<file path="src/rtl/cam_pkg.sv">
// cam_pkg: pixel format, transmitter FSM states and default frame geometry
// shared by cam_tx and mem_controller.
package cam_pkg;

  localparam int DEF_H_ACTIVE = 640;
  localparam int DEF_V_ACTIVE = 480;

  // RGB444 pixel, packed as {R,G,B} to match the 12-bit source bus.
  typedef struct packed {
    logic [3:0] r;
    logic [3:0] g;
    logic [3:0] b;
  } rgb444_t;

  typedef enum logic [2:0] {
    IDLE,
    VSYNC,
    VBP,
    HBLANK,
    ACTIVE
  } state_t;

endpackage

</file>
<file path="src/rtl/cam_tx_pclk_gen.sv">
// cam_tx_pclk_gen: free-running pixel clock divider. pclk is low for the
// first half of each PCLK_DIV period and high for the second half. The rise
// and fall strobes are high in the sys_clk cycle whose closing edge toggles
// pclk, so logic clocked on that edge updates together with pclk.
module cam_tx_pclk_gen #(
  parameter int PCLK_DIV = 4
) (
  input  logic clk,
  input  logic rst_n,
  output logic pclk,
  output logic rise,
  output logic fall
);

  localparam logic [15:0] RISE_AT = 16'(PCLK_DIV / 2 - 1);
  localparam logic [15:0] FALL_AT = 16'(PCLK_DIV - 1);

  logic [15:0] cnt;

  assign rise = (cnt == RISE_AT);
  assign fall = (cnt == FALL_AT);

  // Divider counter and registered pclk level.
  always_ff @(posedge clk or negedge rst_n) begin
    if (!rst_n) begin
      cnt  <= '0;
      pclk <= 1'b0;
    end else begin
      cnt <= fall ? '0 : cnt + 16'd1;
      if (rise) begin
        pclk <= 1'b1;
      end else if (fall) begin
        pclk <= 1'b0;
      end
    end
  end

endmodule

</file>
<file path="src/rtl/cam_tx.sv">
// cam_tx: camera-style DVP transmitter emitting RGB444 frames as two bytes
// per pixel with vsync/href framing. All framing outputs change on the
// sys_clk edge where pclk falls.
// Build option: define CAM_TX_PATTERN_EN to replace the external pixel
// stream with a per-frame running pixel count (pix_rd then stays 0).
module cam_tx
  import cam_pkg::*;
#(
  parameter int H_ACTIVE   = DEF_H_ACTIVE,
  parameter int V_ACTIVE   = DEF_V_ACTIVE,
  parameter int PCLK_DIV   = 4,
  parameter int VSYNC_LEN  = 3,
  parameter int VBP_LEN    = 17,
  parameter int HBLANK_LEN = 144
) (
  input  logic        sys_clk,
  input  logic        rst,
  input  logic        start,
  input  logic        cont,
  input  logic        pix_valid,
  input  logic [11:0] pix_data,
  output logic        pix_rd,
  output logic        pclk,
  output logic        vsync,
  output logic        href,
  output logic [7:0]  data,
  output logic        busy,
  output logic        done,
  output logic        underrun
);

  localparam logic [15:0] VSYNC_LAST  = 16'(VSYNC_LEN - 1);
  localparam logic [15:0] VBP_LAST    = 16'(VBP_LEN - 1);
  localparam logic [15:0] HBLANK_LAST = 16'(HBLANK_LEN - 1);
  localparam logic [15:0] COL_LAST    = 16'(H_ACTIVE - 1);
  localparam logic [15:0] ROW_LAST    = 16'(V_ACTIVE - 1);

  state_t      state;
  logic        pending;
  logic [15:0] tcnt;
  logic [15:0] col;
  logic [15:0] row;
  logic        byte_sel;
  rgb444_t     pix_q;
  rgb444_t     src_pix;
  logic        src_ok;
  logic        rd_en;
  logic        pclk_rise;
  logic        pclk_fall;
  logic        start_ok;
  logic        frame_end;
  logic        frame_start;
  logic        emit0;
  logic        unused_rise;

  cam_tx_pclk_gen #(
    .PCLK_DIV(PCLK_DIV)
  ) u_pclk_gen (
    .clk  (sys_clk),
    .rst_n(rst),
    .pclk (pclk),
    .rise (pclk_rise),
    .fall (pclk_fall)
  );

  assign unused_rise = pclk_rise;

`ifdef CAM_TX_PATTERN_EN
  logic [11:0] pat;
  logic        unused_src;

  assign unused_src = ^{pix_valid, pix_data};

  // Pattern source: running pixel count that restarts on every frame.
  always_ff @(posedge sys_clk or negedge rst) begin
    if (!rst) begin
      pat <= '0;
    end else if (frame_start) begin
      pat <= '0;
    end else if (emit0) begin
      pat <= pat + 12'd1;
    end
  end

  // Pattern pixels are always available and never consumed from outside.
  always_comb begin
    src_pix = rgb444_t'(pat);
    src_ok  = 1'b1;
    rd_en   = 1'b0;
  end
`else
  // External FWFT source; a missing pixel is replaced by black.
  always_comb begin
    src_pix = pix_valid ? rgb444_t'(pix_data) : '0;
    src_ok  = pix_valid;
    rd_en   = pix_valid;
  end
`endif

  // Frame boundaries and byte-0 emission points, all qualified by pclk fall.
  always_comb begin
    start_ok    = start && !busy;
    frame_end   = pclk_fall && (state == ACTIVE) && byte_sel &&
                  (col == COL_LAST) && (row == ROW_LAST);
    frame_start = (pclk_fall && (state == IDLE) && (pending || start_ok)) ||
                  (frame_end && cont);
    emit0       = pclk_fall &&
                  (((state == HBLANK) && (tcnt == HBLANK_LAST)) ||
                   ((state == ACTIVE) && byte_sel && (col != COL_LAST)));
  end

  // Frame FSM; frame entry and byte-0 emission override the per-state
  // updates so a line/frame start shares one code path with mid-line pixels.
  always_ff @(posedge sys_clk or negedge rst) begin
    if (!rst) begin
      state    <= IDLE;
      vsync    <= 1'b0;
      href     <= 1'b0;
      data     <= '0;
      pix_rd   <= 1'b0;
      busy     <= 1'b0;
      done     <= 1'b0;
      underrun <= 1'b0;
      pending  <= 1'b0;
      tcnt     <= '0;
      col      <= '0;
      row      <= '0;
      byte_sel <= 1'b0;
      pix_q    <= '0;
    end else begin
      pix_rd <= 1'b0;
      done   <= 1'b0;
      if (start_ok) begin
        pending  <= 1'b1;
        underrun <= 1'b0;
      end
      if (pclk_fall) begin
        pending <= 1'b0;
        unique case (state)
          IDLE: ;
          VSYNC: begin
            if (tcnt == VSYNC_LAST) begin
              state <= VBP;
              vsync <= 1'b0;
              tcnt  <= '0;
            end else begin
              tcnt <= tcnt + 16'd1;
            end
          end
          VBP: begin
            if (tcnt == VBP_LAST) begin
              state <= HBLANK;
              tcnt  <= '0;
            end else begin
              tcnt <= tcnt + 16'd1;
            end
          end
          HBLANK: begin
            if (tcnt == HBLANK_LAST) begin
              state <= ACTIVE;
              href  <= 1'b1;
              tcnt  <= '0;
            end else begin
              tcnt <= tcnt + 16'd1;
            end
          end
          ACTIVE: begin
            if (!byte_sel) begin
              data     <= {pix_q.g, pix_q.b};
              byte_sel <= 1'b1;
            end else if (col == COL_LAST) begin
              col      <= '0;
              byte_sel <= 1'b0;
              href     <= 1'b0;
              data     <= '0;
              if (row == ROW_LAST) begin
                row  <= '0;
                done <= 1'b1;
                if (!cont) begin
                  state <= IDLE;
                  busy  <= 1'b0;
                end
              end else begin
                row   <= row + 16'd1;
                state <= HBLANK;
              end
            end else begin
              col <= col + 16'd1;
            end
          end
          default: state <= IDLE;
        endcase
      end
      if (frame_start) begin
        state <= VSYNC;
        vsync <= 1'b1;
        busy  <= 1'b1;
        tcnt  <= '0;
      end
      if (emit0) begin
        pix_q    <= src_pix;
        data     <= {4'b0000, src_pix.r};
        byte_sel <= 1'b0;
        pix_rd   <= rd_en;
        if (!src_ok) begin
          underrun <= 1'b1;
        end
      end
    end
  end

endmodule

</file>
<file path="config.mk">
export PLATFORM = sky130hd
export DESIGN_NAME = cam_tx
export DESIGN_NICKNAME = d
export VERILOG_FILES = /design/src/rtl/cam_pkg.sv /design/src/rtl/cam_tx_pclk_gen.sv /design/src/rtl/cam_tx.sv
export SDC_FILE = /design/constraint.sdc
export NUM_CORES = 1
export LEC_CHECK = 0
export CAP_MARGIN = 20
export CORE_UTILIZATION = 60
export DETAILED_ROUTE_END_ITERATION = 8
export DONT_BUFFER_PORTS = 1
export PLACE_DENSITY = 0.78
export SLEW_MARGIN = 20
export SYNTH_ARGS = -nofsm -noshare
export SYNTH_HDL_FRONTEND = slang
export SYNTH_SLANG_ARGS = --single-unit
export TNS_END_PERCENT = 100
</file>
<file path="constraint.sdc">
create_clock -name sys_clk -period 4.2 [get_ports sys_clk]
set_input_delay 0.63 -clock sys_clk [delete_from_list [all_inputs] [get_ports sys_clk]]
set_output_delay 0.63 -clock sys_clk [all_outputs]
set_load 0.01 [all_outputs]
</file>
==> results of run 1 <==
[state kept, by name (all words and copies together), names as in the netlist]
signal           flops
busy                 1
done                 1
href                 1
pix_rd               1
tcnt                16
u_pclk_gen.pclk      1
pix_q                8
row                 16
state                3
underrun             1
vsync                1
pending              1
u_pclk_gen.cnt      16
data                 8
byte_sel             1
col                 16
[worst max-delay path, delay by kind of cell (launching register included)]
| family | cells | cell delay [ps] |
|---|---|---|
| XOR/XNOR | 1 | 160 |
| adder cells (fa/ha/maj) | 1 | 220 |
| AND/OR/NAND/NOR | 5 | 2010 |
| flip-flops | 1 | 410 |
[what timing repair did]
item / CTS / global route
hold buffers: 1 / 0
endpoints found under the setup margin: 0 / 0
hold endpoints to repair: 92 / 0
[worst paths after layout]
check / startpoint / endpoint / slack, ps
worst max-delay path: col[0] / row[15] / 1320
worst min-delay path: rst / row[5] / 170
worst max register to register: col[0] / row[15] / 1320
worst min register to register: pix_q[3] / pix_q[3] / 480
max in group asynchronous: rst / col[12] / 3680
min in group sys_clk: pix_valid / pix_q[7] / 380
[per-stage QoR]
step           instances  hold WS, ps  utilization (%)  cell area (sq um)  power [mW]
6_report             617          172             66.1               5080        1.84
5_1_grt              617          184             66.1               5080        1.93
4_1_cts              617          193             66.1               5080        1.85
3_5_place_dp         600          338             62.9               4840        1.19
3_3_place_gp         600          338             62.9               4840        1.18
2_1_floorplan        509          334                -               4750        1.15
[power breakdown]
part	switching, mW	internal [mW]	total (mW)
logic	0.143	0.0814	0.225
clock network	0.350	0.291	0.641
registers	0.0578	0.917	0.975
[cells by family after synthesis]
| group | count (synthesis) | synth area share [%] |
|---|---|---|
| AOI/OAI and AO/OA | 74 | 10.0 |
| xor gates and xnor gates | 35 | 6.46 |
| adders and majority gates | 7 | 1.84 |
| buffers and inverters | 28 | 2.29 |
| DFF | 92 | 48.5 |
| muxes | 1 | 0.237 |
| and+or+nand+nor | 272 | 30.7 |
[layout make-up]
cell class,count,area [sq um]
clock inverter,7,90.1
clock buffer,9,124
tap,102,128
multi-input combinational,389,2340
fill,640,2610
inverter,15,56.3
sequential,92,2300
timing repair buffer,3,42.5
[routing by layer]
metal  routed length, um  up-vias  share of wire, %
met5                   0        -                 0
met4                 138        0               1.4
met3                 462       13               4.5
met2                4920       97                48
met1                4660     1857                46
li1                    -     1821                 -
[cell usage in the layout, fill, tap and decap left out, drive strengths merged, types with 2 or more instances in the layout]
cell    count
nor3       16
clkbuf      9
nand3b      2
and2        6
or4         6
a21o        2
xnor2      23
a21boi      4
nor4b       2
a21oi      10
o211ai      3
dfrtp      92
buf         3
ha          7
nand3      53
nor4        9
and3b       2
o31ai       8
nor2       29
a22oi       9
or3         5
inv        20
and4        9
a211o       2
and3       14
o21ai      25
nand2b      3
a31oi       3
nand2      89
xor2       12
nor2b       4
nand4      17
==> flow_summary.toml, run 1 <==
[synthesis]
ys_seq_area_share_pct = 48.5
synth_edf_count = 0
synthFlopType = "dfrtp_1"
synthesis.nets = 533
syn_inst = 509
ys_types = 55
synth.top_cell.area_share_pct = 48.5
syn_area_sq_um = 4750
synth.top_cells.by_area = "dfrtp_1, nand2_1, nand3_1"
async_reset_ff_share_pct = 100
yosysMostFrequentCell = "dfrtp_1"
synth-seq-cells = 92
synth_commonest_cells = "dfrtp_1, nand2_1, nand3_1"
yosys_warnings = 0
syn_avg_cell_area_sq_um = 9.33
synth_top_cell_by_area = "dfrtp_1"

[cts]
clkTransAtPathRegs_ps = 100
htreeDepth = 3
post_cts_buffers = 0
cts-buffers-inserted = 9
cts_tree = "built"
clockBufferDepth = 2
cts_resized = 0
clk_latency_ps = 360
clock_sinks = 92
clock-root-buffer = "clkbuf_8"

[timing]
fin_ws_ps = 1320
rsz0062_at_grt = "no"
tns_ps = 0
setup_viol_count_final = 0
maxSlewHeadroom_pct = 29.5
fmax_ghz = 0.347
finalCritPeriodShare_pct = 68.6
finClkSkew_ps = 13.8
slew_viol_final = 0
min_period_ps = 2880
finalHoldViolCount = 0
worstMarginPinSlew_ps = 1050

[worst_setup_path]
cpMaxStageDelayCell = "nor3_1"
cp_cell_sequence = "ha_1 > and4_1 > nand4_1 > nor3_1 > nand3_1 > nor3_1 > xor2_1"
crit_fanout = 8
r2r_cells = 7
critPathArrivalTime_ps = 3180
path_class = "register to register"
cp.required_ps = 4500
path_common_cell = "nor3_1"
end_kind = "register"
cp-start-kind = "register"
max_stage_delay_ps = 900

[global_routing]
grt_use_met2_pct = 42.6
track_usage_pct = 26.4
grtUsageMet3_pct = 4.52
met1_usage_pct = 36.7
busiest_layer = "met2"
grt_pass1_vias = 3635
grt_overflow = 0
grt_pass1_wl_um = 17400
antenna_found_initial = 0
grt_max_degree = 93

[floorplan]
core-area_sq_um = 7690
pin_count = 32
die_y_um = 91.0
rows = 32
initial_core_util_pct = 61.8
die_x_um = 91.0
fp.dieArea_sq_um = 8270

[status]
status = "finished clean"

[finish]
diodes = 0
nNetsFinal = 534
syn_to_final_growth_pct = 6.98
drive_above_1_share_pct = 6.41

[detailed_routing]
first_pass_iters = 6
wl_per_cell_um = 16.5
dr_total_vias = 3788
wirelength_um = 10200
drc = 0
via_per_inst = 6.14
drtAntennaViolNets = 0
first_iter_violations = 286

[power]
leakage_nw = 2.23
powerDensity_nw_per_um2 = 362
ir_worst_vdd_mv = 0.271

[placement]
pre_cts_ws_ps = 1320
io_buffers = 0
gp_congestion = 0.819
post-dp-hpwl_um = 7130

[flow_run]
cap_violations = 0

[min_path]
min_path_type = "primary input to asynchronous set/reset pin"
(Power assumes the default switching activity.)
==> run 2, diff against run 1 <==
Settings changed: CORE_UTILIZATION 60 to 57, PLACE_DENSITY 0.78 to 0.77.
Clock period 4.2 ns to 2.4 ns, I/O delays scaled along.
==> flow_summary.toml, run 2 (synthesis gave the netlist of run 1 again) <==
[worst_setup_path]
critPathArrivalTime_ps = 2640
crit_fanout = 8
max_stage_delay_ps = 610
cp.required_ps = 2700
end_kind = "register"
cpMaxStageDelayCell = "or4_4"
r2r_cells = 7
r2r_end = "tcnt[6]"
ff2ff_setup_slack_ps = 50
crit_family = "simple AND/OR/NAND/NOR gates"
rr_startpoint = "tcnt[0]"
path_class = "register to register"
cp_cell_sequence = "ha_2 > and4b_2 > nand3_2 > a31oi_2 > or4_4 > or3_2 > nand3_1"
cp-start-kind = "register"
critical_path_buf_inv_count = 0

[timing]
finalCritPeriodShare_pct = 97.7
min_period_ps = 2350
fmax_ghz = 0.426
slew_viol_final = 0
worstMarginPinSlew_ps = 724
rsz0062_at_grt = "yes"
maxSlewHeadroom_pct = 51.3
finalHoldViolCount = 92
finClkSkew_ps = 9.27
holdWs_ps = -323
setup_viol_count_final = 0
tns_ps = 0
fin_ws_ps = 55.0

[floorplan]
die_y_um = 93.3
pin_count = 32
fp.dieArea_sq_um = 8700
die_x_um = 93.3
core-area_sq_um = 7890
rows = 32
initial_core_util_pct = 60.2

[detailed_routing]
first_pass_iters = 5
first_iter_violations = 235
dr_total_vias = 3878
drtAntennaViolNets = 0
drc = 0
wirelength_um = 10200
via_per_inst = 6.00
wl_per_cell_um = 15.8

[finish]
seq_area_sq_um = 2300
final_common_cell = "dfrtp_1"
syn_to_final_growth_pct = 13.0
final_util_pct = 68.0
diodes = 0
mostFrequentLayoutCells = "dfrtp_1, nand2_1, nand3_1"
nNetsFinal = 563
fillers = 590
drive_above_1_share_pct = 14.5
multi_input_area_sq_um = 2400

[global_routing]
grt_max_degree = 93
grt_pass1_vias = 3681
track_usage_pct = 26.1
grt_overflow = 0
antenna_found_initial = 0
grt_pass1_wl_um = 17800

[cts]
cts_tree = "built"
cts-buffers-inserted = 9
clock_sinks = 92
clockBufferDepth = 2
clkTransAtPathRegs_ps = 90
clock-root-buffer = "clkbuf_8"
htreeDepth = 3
clk_latency_ps = 360

[status]
violations = "hold timing"
status = "finished with violations"

[flow_run]
cap_violations = 0

[placement]
post-dp-hpwl_um = 7310
gp_congestion = 0.841
pre_cts_ws_ps = -16.0
io_buffers = 0

[min_path]
min_path_type = "primary input to asynchronous set/reset pin"

[power]
powerDensity_nw_per_um2 = 620
leakage_nw = 2.38
ir_worst_vdd_mv = 0.393
[run 2: worst max path at each step]
stage / startpoint / slack (ps) / depth (start not counted) / to
2_1_floorplan: u_pclk_gen.cnt[0] / 60 / 7 / tcnt[10]
3_3_place_gp: row[1] / 60 / 7 / tcnt[10]
3_5_place_dp: row[1] / -20 / 7 / tcnt[15]
4_1_cts: row[12] / 40 / 8 / tcnt[15]
5_1_grt: tcnt[0] / -40 / 7 / tcnt[13]
6_report: tcnt[0] / 50 / 7 / tcnt[6]
[run 2: final cells by class]
type / instances / area share (%)
multi-input cells: 389 / 44.7
flip-flops and latches: 92 / 42.9
repair buffers: 32 / 4.48
well taps: 102 / 2.38
clock buffers: 9 / 2.31
clock inverters: 7 / 2.15
inverters: 15 / 1.05
[run 2: per-layer routing]
metal	vias up	wire [um]	global-route usage, %
met5	-	0	0
met4	0	167	8.97
met3	15	334	4.47
met2	74	4920	41.5
met1	1903	4760	36.4
li1	1886	-	-
[run 2: power by group]
part / total, mW / switching [mW] / internal, mW
registers: 1.70 / 0.0980 / 1.61
clock network: 1.24 / 0.554 / 0.688
logic: 0.380 / 0.233 / 0.147
[run 2: worst reg2reg max path: stages (launching register included)]
cell and delay (ps):
dfrtp_2 450, ha_2 200, and4b_2 260, nand3_2 100
a31oi_2 100, or4_4 610, or3_2 470, nand3_1 90
[run 2: stage by stage]
stage / area [sq um] / power [mW] / std cells
2_1_floorplan: 4750 / 2.01 / 509
3_3_place_gp: 5050 / 2.08 / 629
3_5_place_dp: 5050 / 2.09 / 629
4_1_cts: 5300 / 3.33 / 645
5_1_grt: 5360 / 3.48 / 646
6_report: 5360 / 3.33 / 646
[run 2: timing repair]
item	4_1_cts	5_1_grt
endpoints found under the hold margin	92	92
resized for setup	2	15
buffers inserted	0	1
pin swaps	0	3
setup endpoints to repair	10	28
